--- config.mk ---
export PLATFORM = sky130hd
export DESIGN_NAME = wb_port_arbiter
export DESIGN_NICKNAME = d
export VERILOG_FILES = /design/src/rtl/wb_port_arbiter.sv
export SDC_FILE = /design/constraint.sdc
export NUM_CORES = 1
export LEC_CHECK = 0
export ABC_AREA = 0
export CAP_MARGIN = 15
export CORE_MARGIN = 1
export CORE_UTILIZATION = 44
export DETAILED_ROUTE_END_ITERATION = 6
export GPL_TIMING_DRIVEN = 0
export PLACE_DENSITY = 0.89
export SLEW_MARGIN = 20
export SYNTH_ARGS = -nofsm -noshare
export SYNTH_HDL_FRONTEND = slang
export SYNTH_SLANG_ARGS = --single-unit
export TNS_END_PERCENT = 10
--- constraint.sdc ---
create_clock -name clk -period 7.32 [get_ports clk]
set_input_delay 1.464 -clock clk [delete_from_list [all_inputs] [get_ports clk]]
set_output_delay 1.464 -clock clk [all_outputs]
set_load 0.03 [all_outputs]
--- src/rtl/wb_port_arbiter.sv ---
// wb_port_arbiter: arbitrates ALU and load write-backs onto the single register-file write port (optional WB_FWD_EN adds bypass hit compares)
module wb_port_arbiter #(
    parameter int MAX_WAIT = 3,
    parameter int AW       = 5,
    parameter int DW       = 32
) (
    input  logic          clk,
    input  logic          rst,
    input  logic          alu_valid,
    output logic          alu_ready,
    input  logic [AW-1:0] alu_rd,
    input  logic [DW-1:0] alu_data,
    input  logic          mem_valid,
    output logic          mem_ready,
    input  logic [AW-1:0] mem_rd,
    input  logic [DW-1:0] mem_rdata,
    output logic          wb_sel,
    output logic [DW-1:0] wb_mem_data,
    output logic [DW-1:0] wb_reg_data,
    output logic          rf_we,
    output logic [AW-1:0] rf_waddr,
`ifdef WB_FWD_EN
    input  logic [AW-1:0] rs1_addr,
    input  logic [AW-1:0] rs2_addr,
    output logic          fwd_rs1_hit,
    output logic          fwd_rs2_hit,
`endif
    output logic          alu_starved
);
    typedef enum logic {PRI_MEM, PRI_ALU} state_t;
    state_t        state_q, state_d;
    logic [3:0]    wait_q, wait_d;
    logic          alu_gnt, mem_gnt;
    logic          we_q, sel_q;
    logic [AW-1:0] waddr_q;
    logic [DW-1:0] mem_data_q, reg_data_q;
    // Grant: ALU wins when alone or when it holds priority; ready is forced low while in reset
    always_comb begin
        alu_gnt   = alu_valid && (!mem_valid || state_q == PRI_ALU);
        mem_gnt   = mem_valid && !alu_gnt;
        alu_ready = alu_gnt && !rst;
        mem_ready = mem_gnt && !rst;
    end
    // Priority FSM: count consecutive ALU denials and flip priority after MAX_WAIT of them
    always_comb begin
        state_d = state_q;
        wait_d  = wait_q;
        if (state_q == PRI_ALU) begin
            if (alu_valid) begin
                state_d = PRI_MEM;
                wait_d  = '0;
            end
        end else if (!alu_valid || alu_gnt) begin
            wait_d = '0;
        end else if (wait_q == 4'(MAX_WAIT - 1)) begin
            state_d = PRI_ALU;
            wait_d  = '0;
        end else if (wait_q != 4'hF) begin
            wait_d = wait_q + 4'd1;
        end
    end
    // FSM state and starvation counter
    always_ff @(posedge clk or posedge rst) begin
        if (rst) begin
            state_q <= PRI_MEM;
            wait_q  <= '0;
        end else begin
            state_q <= state_d;
            wait_q  <= wait_d;
        end
    end
    // Write-back stage: capture the winner; the unselected data register keeps its value
    always_ff @(posedge clk or posedge rst) begin
        if (rst) begin
            we_q       <= 1'b0;
            sel_q      <= 1'b0;
            waddr_q    <= '0;
            mem_data_q <= '0;
            reg_data_q <= '0;
        end else begin
            we_q <= 1'b0;
            if (alu_gnt) begin
                we_q       <= alu_rd != '0;
                sel_q      <= 1'b0;
                waddr_q    <= alu_rd;
                reg_data_q <= alu_data;
            end else if (mem_gnt) begin
                we_q       <= mem_rd != '0;
                sel_q      <= 1'b1;
                waddr_q    <= mem_rd;
                mem_data_q <= mem_rdata;
            end
        end
    end
    assign rf_we       = we_q;
    assign wb_sel      = sel_q;
    assign rf_waddr    = waddr_q;
    assign wb_mem_data = mem_data_q;
    assign wb_reg_data = reg_data_q;
    assign alu_starved = state_q == PRI_ALU;
`ifdef WB_FWD_EN
    assign fwd_rs1_hit = we_q && waddr_q == rs1_addr && rs1_addr != '0;
    assign fwd_rs2_hit = we_q && waddr_q == rs2_addr && rs2_addr != '0;
`endif
endmodule

==> key figures, run 1 <==
Run status
  • Status: finished, final reports clean

Timing
  • Tmin final: around 4.9 ns
  • Slew @ Worst Pin: 0.4892 ns
  • Setup TNS: 0 ns
  • Hold_ws: approximately 0.5 ns
  • Final setup fails: 0
  • Skew final: 0.008215 ns
  • Final clock period utilization by the worst path: 0.6666
  • Fmax: 0.2049 GHz
  • Final Hold Viols: 0
  • Max Slew Vio Count: 0
  • Slew Limit Headroom: 0.6738
  • RSZ-0062 raised after global routing: no

Power
  • Leakage power: 2.095 nW
  • Power per cell area: between 200 and 250 mW/mm²
  • Peak supply drop: between 0.00015 and 0.0002 V

Placed design
  • Port Buf Inserts: 150
  • Gpl congestion: a little under 0.8
  • Final HPWL DP: between 5 and 6 mm

Synth
  • Avg Cell Area, Syn: 16.02 µm²
  • Syn Nets: 275
  • FF+latch count, synth: between 70 and 80
  • Seq/Total Area, Yosys: 0.6087
  • Post-synthesis cell count: ~200
  • Unique masters post-synth: 27
  • Ys Warns: 0
  • Netlist Area Pre-Place: 0.003124 mm²

Clock network
  • Post-CTS sizing: 0
  • H-tree Lvls: 3
  • Clk sinks: 76
  • CTS Hold Bufs: 0
  • Setup repair bufs after CTS: 0
  • Clk_lat worst skew: approximately 0.33 ns
  • Total CTS buffers: 9
  • Max Root-Sink Buffers: 2
  • CTS tree: yes
  • CTS clk-pin slew, worst paths: around 0.08 ns
  • Clk root buf: clkbuf_8

Floorplan
  • Die Ht: 86.27 µm
  • Initial Utilization: 0.4573
  • Total I/O pin count: ~150
  • Core area: ~0.007 mm²
  • Die area: between 0.007 and 0.008 mm²
  • FP Rows: 30
  • DIE WIDTH: about 86 µm

Job
  • Max_cap viols: 0

Setup path
  • CP endpoint kind: output pin
  • Crit-path max FO: 10
  • Setup crit start kind: input port
  • Path depth of the worst reg2reg path: 3
  • Critical path class: in2out
  • Crit path required time: roughly 5.9 ns
  • Critical Path AT: 3.42 ns

Final layout
  • Share of cells above drive strength 1: 0.2845
  • Most frequent cells in the layout: clkdlybuf4s50_1, dfrtp_1, mux2_2
  • Most common cell after layout, fill and taps aside: clkdlybuf4s50_1
  • Final core occ: 0.7346
  • Nets: about 440
  • Synth-to-Final Area Change: 60.63%
  • Fill count: around 480
  • Diode count: 0

Route
  • Initial DRC count: between 40 and 50
  • Routed vias: approximately 2,200
  • Via-to-Cell Ratio: roughly 4.8
  • Post-route DRC violation count: 0
  • WL final: just under 7 mm
  • WL per Instance: 14.92 µm
  • DRT Pass-1 Iters: 2
  • Post-detailed-route count of antenna-violating nets: 0

Global route
  • Largest net degree at the start of global routing: 40
  • Vias in the first global route: ~2,300
  • Tot GR Track Use: 0.1917
  • First-pass GRT wire length: approximately 11 mm
  • GRT Residual Overflow: 0
  • Initial antenna violation count: 0

Worst hold path
  • Hold Crit Class: reg2reg
  • Hold path cells: 1
-- cell families (layout without fill, tap and decap cells) --
logic type	Yosys count	in the layout	synth area share
compound gates	9	9	0.02724
fa+ha+maj	2	2	0.008008
buf+inv	13	180	0.03484
flops	76	76	0.6087
mux	78	78	0.2827
simple gates	17	17	0.03845
-- report_power, final --
group | total (mW) | switching (mW) | leakage, nW | internal (mW)
clock | 0.388 | 0.143 | 0.127 | 0.245
sequential | 0.498 | 0.0261 | 0.898 | 0.472
combinational | 0.350 | 0.173 | 1.07 | 0.177
total | 1.24 | 0.342 | 2.09 | 0.894
-- cell type report --
class / count / area (µm²) / share of cell area
multi-input cells: 106 / 1114 / 0.2219
inverters: 5 / 21.27 / 0.004238
clock buffers: 12 / 155.1 / 0.03092
clock inverters: 4 / 95.09 / 0.01895
repair buffers: 151 / 1521 / 0.3032
plain buffers: 8 / 90.09 / 0.01795
flip-flops and latches: 76 / 1902 / 0.3790
well taps: 96 / 120.1 / 0.02393
-- synthesized netlist by cell type --
master,number,share of area
a21oi_4,1,0.0052
or2b_1,1,0.0024
mux2_1,4,0.014
mux2i_1,2,0.0064
dfrtp_1,76,0.61
nor2_1,2,0.0024
buf_6,8,0.029
ha_1,2,0.0080
nor3_1,2,0.0032
mux2_2,70,0.25
o21ai_0,3,0.0048
nor2b_1,2,0.0040
mux2_4,2,0.0096
nand3_1,2,0.0032
or4_1,2,0.0048
a21o_1,1,0.0024
or3b_2,1,0.0028
inv_1,5,0.0060
o21a_4,1,0.0048
nand2b_1,1,0.0020
o2111ai_1,1,0.0028
o21ai_4,1,0.0052
nand3b_4,1,0.0064
nor3b_1,1,0.0024
and2b_2,1,0.0028
and2_1,1,0.0020
o22ai_1,1,0.0020
-- metrics by stage --
step	std cells	power, mW	cell area [µm²]	worst slack [ns]
2_1_floorplan	195	0.6899	3124	2.327
3_3_place_gp	441	0.8489	4746	0.7804
3_5_place_dp	442	0.8597	4768	2.432
4_1_cts	458	1.252	5019	2.422
5_1_grt	458	1.287	5019	2.351
6_report	458	1.236	5019	2.440
-- worst paths after layout --
check	start	to	slack (ns)
worst max register to register	alu_starved	wb_mem_data[15]	5.81
max in group asynchronous	rst	wb_reg_data[25]	5.20
worst min register to register	wb_mem_data[4]	wb_mem_data[4]	0.49
worst min-delay path	wb_mem_data[4]	wb_mem_data[4]	0.49
min in group asynchronous	rst	wb_mem_data[5]	1.55
worst max-delay path	alu_valid	mem_ready	2.44
-- flip-flops by register name, summed over array words and instances, names as in the netlist --
| name | cells |
|---|---|
| wb_sel | 1 |
| rf_we | 1 |
| rf_waddr | 5 |
| wb_mem_data | 32 |
| wait_q | 4 |
| wb_reg_data | 32 |
| alu_starved | 1 |
-- critical path: stages --
cell and delay, ns:
clkdlybuf4s50_1 0.59, a21oi_4 0.37, buf_6 0.20, and2_1 0.13, clkdlybuf4s50_1 0.66
-- routing by layer --
metal,vias up,wire length [µm],GRT usage
met1,1074,2687,0.2201
met3,9,473,0.05143
met5,-,0,0
met4,0,93,0.08788
li1,1011,-,-
met2,88,3580,0.3348
(Power assumes the default switching activity.)
==> run 2, diff against run 1 <==
CORE_UTILIZATION = 37   (was 44)
PLACE_DENSITY = 0.8   (was 0.89)
clock period = 4.2 ns   (was 7.32 ns; I/O delays follow)
==> run 2 against run 1 <==
Compared with the run above: wire length up 3.6%; die area rose by 18%; first-iteration DRC count is 23% lower; hold slack better by 0.0017 ns; utilization down 12 points; non-clock buffer count stayed put; sequential share of layout area about the same; critical path type unchanged; combinational power rose by 75%.
==> key figures, run 2 (same netlist as run 1, synthesis figures left out) <==
Clock network
  • Post-CTS sizing: 0
  • Clk sinks: 76
  • H-tree Lvls: 3
  • Clk root buf: clkbuf_8
  • CTS clk-pin slew, worst paths: roughly 0.080 ns
  • CTS Hold Bufs: 0
  • Clk_lat worst skew: 0.33 ns
  • CTS tree: yes
  • Max Root-Sink Buffers: 2
  • Total CTS buffers: 9
  • Setup repair bufs after CTS: 0

Placed design
  • Port Buf Inserts: 150
  • Pre-CTS setup slack: 0.4628 ns
  • Final HPWL DP: about 5.3 mm
  • Gpl congestion: ~0.72

Floorplan
  • DIE WIDTH: between 90 and 100 µm
  • Core area: just over 0.008 mm²
  • Die Ht: between 90 and 100 µm
  • Die area: 0.008815 mm²
  • FP Rows: 33
  • Initial Utilization: 0.3822
  • Total I/O pin count: roughly 150

Final layout
  • Fill count: around 640
  • Share of cells above drive strength 1: 0.2790
  • Nets: ~440
  • Diode count: 0
  • Most common cell after layout, fill and taps aside: clkdlybuf4s50_1
  • Most frequent cells in the layout: clkdlybuf4s50_1, dfrtp_1, mux2_2
  • Final core occ: 0.6131
  • Synth-to-Final Area Change: 60.43%

Route
  • WL per Instance: between 15 and 20 µm
  • Post-detailed-route count of antenna-violating nets: 0
  • WL final: 7.080 mm
  • Routed vias: between 2,000 and 2,500
  • Post-route DRC violation count: 0
  • Initial DRC count: 37
  • DRT Pass-1 Iters: 2
  • Via-to-Cell Ratio: about 4.7

Global route
  • Largest net degree at the start of global routing: 40
  • GRT Residual Overflow: 0
  • Tot GR Track Use: 0.1690
  • Vias in the first global route: 2,446
  • Initial antenna violation count: 0
  • First-pass GRT wire length: ~11 mm

Setup path
  • CP endpoint kind: output pin
  • Crit path required time: between 3 and 4 ns
  • R2r setup slk: between 2 and 3 ns
  • Setup crit start kind: input port
  • Crit-path max FO: 39
  • Critical path class: in2out
  • Critical Path AT: roughly 2.8 ns
  • Reg2reg start: alu_starved
  • Path depth of the worst reg2reg path: 3
  • Reg-to-reg endpoint: wb_mem_data[8]

Run status
  • Status: finished, final reports clean

Timing
  • Slew Limit Headroom: 0.6665
  • Tmin final: roughly 3.7 ns
  • Slew @ Worst Pin: about 0.50 ns
  • Final clock period utilization by the worst path: 0.8728
  • Skew final: roughly 0.011 ns
  • Setup slack after layout: ~0.53 ns
  • Max Slew Vio Count: 0
  • Fmax: between 0.2 and 0.3 GHz
  • Final setup fails: 0
  • RSZ-0062 raised after global routing: no
  • Final Hold Viols: 0

Worst hold path
  • Hold Crit Class: reg2reg
  • Hold path cells: 1
  • HP Start: wb_mem_data[4]
  • Hold EP: wb_mem_data[4]

Power
  • Power per cell area: 426.1 mW/mm²
  • Overall Power: between 2 and 2.5 mW
  • Peak supply drop: approximately 0.00026 V
  • Leakage power: a little over 2 nW

Job
  • Max_cap viols: 0
## run 2: changes by cell type in the layout (fill, tap and decap cells not counted), sizes merged
cell      previous run  this run
clkinvlp             0         1
clkinv               1         0
## run 2: worst max-delay path by stage
stage / start / to / cells after the start / slack [ns]
finish: rst / mem_ready / 5 / 0.53
global route: rst / mem_ready / 5 / 0.34
CTS: rst / mem_ready / 5 / 0.45
detailed placement: rst / mem_ready / 5 / 0.46
global placement: rst / mem_ready / 4 / -1.11
floorplan: rst / mem_ready / 2 / 0.45
## run 2: cell type report
type	count	area (µm²)	area share
Sequential cell	76	1902	0.3794
Inverter	5	21.27	0.004244
Timing Repair Buffer	151	1521	0.3035
Buffer	8	90.09	0.01797
Tap cell	105	131.4	0.02621
Clock buffer	12	135.1	0.02696
Clock inverter	4	97.59	0.01947
Multi-Input combinational cell	106	1114	0.2222
## run 2: layer usage
layer  GRT usage  vias up  routed length (µm)
li1            -     1010                   -
met1      0.1929     1111                2759
met2      0.2993       80                3712
met3     0.04693       14                 489
met4     0.06282        0                 118
met5           0        -                   0
## run 2: where the power goes
group / internal (mW) / total, mW / switching [mW] / leakage [nW]
clock network: 0.396 / 0.656 / 0.259 / 0.111
registers: 0.823 / 0.869 / 0.0459 / 0.898
logic: 0.308 / 0.612 / 0.303 / 1.07
total: 1.53 / 2.14 / 0.609 / 2.08
## run 2: critical path, stage by stage
cell and delay, ns:
clkdlybuf4s50_1 0.46, inv_4 0.39, buf_12 0.30, and2_1 0.16, clkdlybuf4s50_1 0.66
## run 2: through the flow
stage	hold WS [ns]	cell area, µm²	setup TNS, ns	cells
after floorplan	0.5354	3124	0	195
after detailed placement	0.4740	4780	0	451
after CTS	0.4932	5012	0	467
final	0.4880	5012	0	467
after global routing	0.5180	5012	0	467
after global placement	0.4609	4757	-1.114	450
==> patch 1 (flow settings as in run 2) <==
Add a define of `WB_FWD_EN`.
--- a/src/rtl/wb_port_arbiter.sv
+++ b/src/rtl/wb_port_arbiter.sv
@@ -1,4 +1,6 @@
 // wb_port_arbiter: arbitrates ALU and load write-backs onto the single register-file write port (optional WB_FWD_EN adds bypass hit compares)
+`define WB_FWD_EN
+
 module wb_port_arbiter #(
     parameter int MAX_WAIT = 3,
     parameter int AW       = 5,
Interface: changed (added fwd_rs1_hit, fwd_rs2_hit, rs1_addr and rs2_addr); port bits go from 152 to 164. The function was not compared with the original's and may differ.
==> patch 1 against run 2 <==
- worst setup slack better by 0.0052 ns
- total power shrank 5.2%
- global-route usage increased by 0.70 points
- routed wire length increased by 12%
- area after synthesis grew 7.7%
- critical path type unchanged
- largest power group unchanged
- via count up 6.6%
- sequential cell count stayed put
- largest cell class unchanged
- final area up 5.7%
==> patch 1: results <==
[outcome]
status = "completed"

[logic_synthesis]
synthAdderAreaFrac = 0.00744
synth_compound_area_frac = 0.0234
synthArstFlopShare = 1.00
ys_top_cells_by_area = "dfrtp_1, mux2_4, mux2_2"
ys_seq_area_frac = 0.565
post_synth_xor_area_fraction = 0.0208
muxShareOfSynthArea = 0.304
ys_types = 32
synth_flop_cell = "dfrtp_1"
synthTopCellsByCount = "dfrtp_1, mux2_4, mux2_2, mux2_1, xnor2_1"
syn_nets = 303

[min_path]
hp-class = "register to register"

[clock_network]
numCtsBuffers = 9
post-cts-setup-buffers = 0
ctsResizeCount = 0
clk_latency_ns = 0.33
cts_root_buffer = "clkbuf_8"
cts_max_level = 3
clk_pin_slew_ns = 0.07

[placement]
place_ws_ns = 0.472
routabilityCongestion = 0.727
dp_hpwl_um = 6020
portBuffers = 162

[power]
p_leak_nw = 2.30
ir_worst_vdd_v = 0.000213

[setup_path]
max_stage_delay_ns = 0.67
cpMaxStageDelayCell = "clkdlybuf4s50_1"
crit_fanout = 43
cp.arrival_ns = 2.82

[final_layout]
fin_nets = 477
drive_above_1_share = 0.226
n_fill_cell = 701
antenna_cells = 0

[routing]
dr.pass1.iters = 4
drtIter0Drc = 81
wirelength_um = 7950
via_per_inst = 4.74

[sta]
worst_clock_skew_ns = 0.00708
setup_viol = 0
maxSlewHeadroom = 0.706

[global_route]
grt_pass1_wl_um = 13200
grt_pass1_vias = 2573
antenna_found_initial = 0
track_usage = 0.176
grt_max_degree = 44
[patch 1: cells by family after synthesis]
logic type / count (synthesis)
buffers and inverters: 12
xor gates and xnor gates: 8
DFF: 76
AOI/OAI and AO/OA: 10
and+or+nand+nor: 27
muxes: 78
adders and majority gates: 2
[patch 1: worst max-delay path: cells and delay by family]
family | cells | cell delay [ns]
AND/OR/NAND/NOR | 1 | 0.16
buffers and inverters | 4 | 1.79
[patch 1: path summary, 6_finish.rpt]
check	endpoint	start	cells after the start	slack [ns]
max	mem_ready	rst	5	0.54
min	wb_sel	wb_sel	1	0.49
max reg2reg	wb_mem_data[28]	alu_starved	3	2.71
min reg2reg	wb_sel	wb_sel	1	0.49
max in group asynchronous	wb_mem_data[19]	rst	3	2.73
min in group asynchronous	wb_reg_data[31]	rst	2	0.89
[patch 1: per-stage QoR]
stage / utilization / instances / hold slack, ns / area (um^2)
after floorplan: - / 213 / 0.535 / 3360
after global placement: 0.584 / 483 / 0.467 / 5120
after detailed placement: 0.587 / 484 / 0.476 / 5140
after CTS: 0.605 / 498 / 0.493 / 5300
after global routing: 0.605 / 498 / 0.517 / 5300
final: 0.605 / 498 / 0.486 / 5300
[patch 1: area by class of cell]
| cell class | instances | share of cell area |
|---|---|---|
| repair buffers | 163 | 0.310 |
| flip-flops and latches | 76 | 0.359 |
| plain buffers | 8 | 0.0149 |
| well taps | 108 | 0.0255 |
| clock inverters | 3 | 0.00283 |
| inverters | 4 | 0.00331 |
| clock buffers | 11 | 0.0267 |
| multi-input cells | 125 | 0.258 |
[patch 1: metal layers]
layer	GRT usage	part of all wire	routed length, um
met1	0.218	0.42	3340
met2	0.296	0.51	4090
met3	0.0460	0.048	380
met4	0.0622	0.017	133
met5	0	0	0
[patch 1: report_power, final]
group,total (mW),switching (mW),internal [mW]
sequential,0.883,0.0600,0.823
combinational,0.674,0.316,0.358
clock,0.468,0.247,0.221
==> patch 2 (settings of run 2) <==
Without the edit above. Reset style: synchronous (`rst`), changed in 2 clocked blocks.
--- a/src/rtl/wb_port_arbiter.sv
+++ b/src/rtl/wb_port_arbiter.sv
@@ -60,7 +60,7 @@
         end
     end
     // FSM state and starvation counter
-    always_ff @(posedge clk or posedge rst) begin
+    always_ff @(posedge clk) begin
         if (rst) begin
             state_q <= PRI_MEM;
             wait_q  <= '0;
@@ -70,7 +70,7 @@
         end
     end
     // Write-back stage: capture the winner; the unselected data register keeps its value
-    always_ff @(posedge clk or posedge rst) begin
+    always_ff @(posedge clk) begin
         if (rst) begin
             we_q       <= 1'b0;
             sel_q      <= 1'b0;
Function: differs if rst is asserted again (counterexample within 4 cycles, from zero or initial values and one cycle with rst high); with rst held inactive, the same outputs for 10 cycles.
==> patch 2 against run 2 <==
- total power down 17%
- combinational power down 45%
- hold slack worse by 0.031 ns
- sequential cell count unchanged
- critical path type unchanged
- sequential power down 11%
- final area down 3.6%
- clock skew down 0.0037 ns
- worst setup slack worse by 0.083 ns
- synthesized cell count up 85%
- routed wire length up 30%
- critical path depth up 1
- sequential share of layout area down 6.5 points
- area after synthesis down 5.1%
- largest cell class is now non-clock buffers
- critical endpoint unchanged
==> patch 2: results <==
[placement]
place_area_um2 = 4590
place_ws_ns = 0.441
dp_hpwl_um = 6850
routabilityCongestion = 0.867

[global_route]
grt_use_met2 = 0.370
use_met1 = 0.255
grt_pass1_wl_um = 14600
track_usage = 0.220

[sta]
fin_crit_sh = 0.893
maxSlewHeadroom = 0.625
fin_hold_ws_ns = 0.457

[power]
power_frac_clock = 0.374
ir_worst_vdd_v = 0.000176
p_leak_nw = 1.77
seq_cell_power_mw = 0.777
power.internal_mw = 1.33
power_density_nw_per_um2 = 368

[routing]
wirelength_um = 9170
dr_wl_met3_um = 773
dr.pass1.iters = 4
wl_met2_um = 4430

[final_layout]
fin_nets = 601
drive_above_1_share = 0.0648

[setup_path]
worst_r2r_path_depth = 4
rrSetupSlack_ns = 2.71
crit_fanout = 10
cp-startpoint = "mem_valid"
r2r-end = "alu_starved"

[logic_synthesis]
synth.avg_cell_area_um2 = 8.24
synth_compound_area_frac = 0.203
ys_top_cells_by_area = "dfxtp_1, a21oi_1, nand2_1"
ys_seq_area_frac = 0.513
muxShareOfSynthArea = 0.0203
synthTopCellsByCount = "dfxtp_1, nand2_1, a21oi_1, nand3_1, o21ai_0"

[min_path]
whs_path_depth = 2
hp-start = "wb_mem_data[19]"

[outcome]
status = "completed"
-- patch 2: changes by cell type after synthesis, sizes merged, moves of 11 or more --
cell and change:
nand3 +36, mux2 -76, o21ai +28, a21oi +65
dfxtp +76, dfrtp -76, clkbuf +13, buf +11
nand2 +67
-- patch 2: layout make-up --
type | count | area, um^2
fillers | 670 | 2890
well taps | 102 | 128
clock inverters | 4 | 97.6
clock buffers | 11 | 141
multi-input cells | 250 | 1280
inverters | 2 | 7.51
plain buffers | 32 | 151
flip-flops and latches | 76 | 1520
repair buffers | 150 | 1500
-- patch 2: cell families (layout without fill, tap and decap cells) --
group | after synthesis | in the layout
and+or+nand+nor | 131 | 131
buffers and inverters | 34 | 199
adders and majority gates | 2 | 2
DFF | 76 | 76
muxes | 6 | 6
AOI/OAI and AO/OA | 111 | 111
-- patch 2: worst max-delay path, stage by stage --
cell and delay (ns):
clkdlybuf4s50_1 0.52, nor2b_1 0.20, clkbuf_1 0.33, nor2_1 0.10, nor3b_1 0.21, clkdlybuf4s50_1 0.70
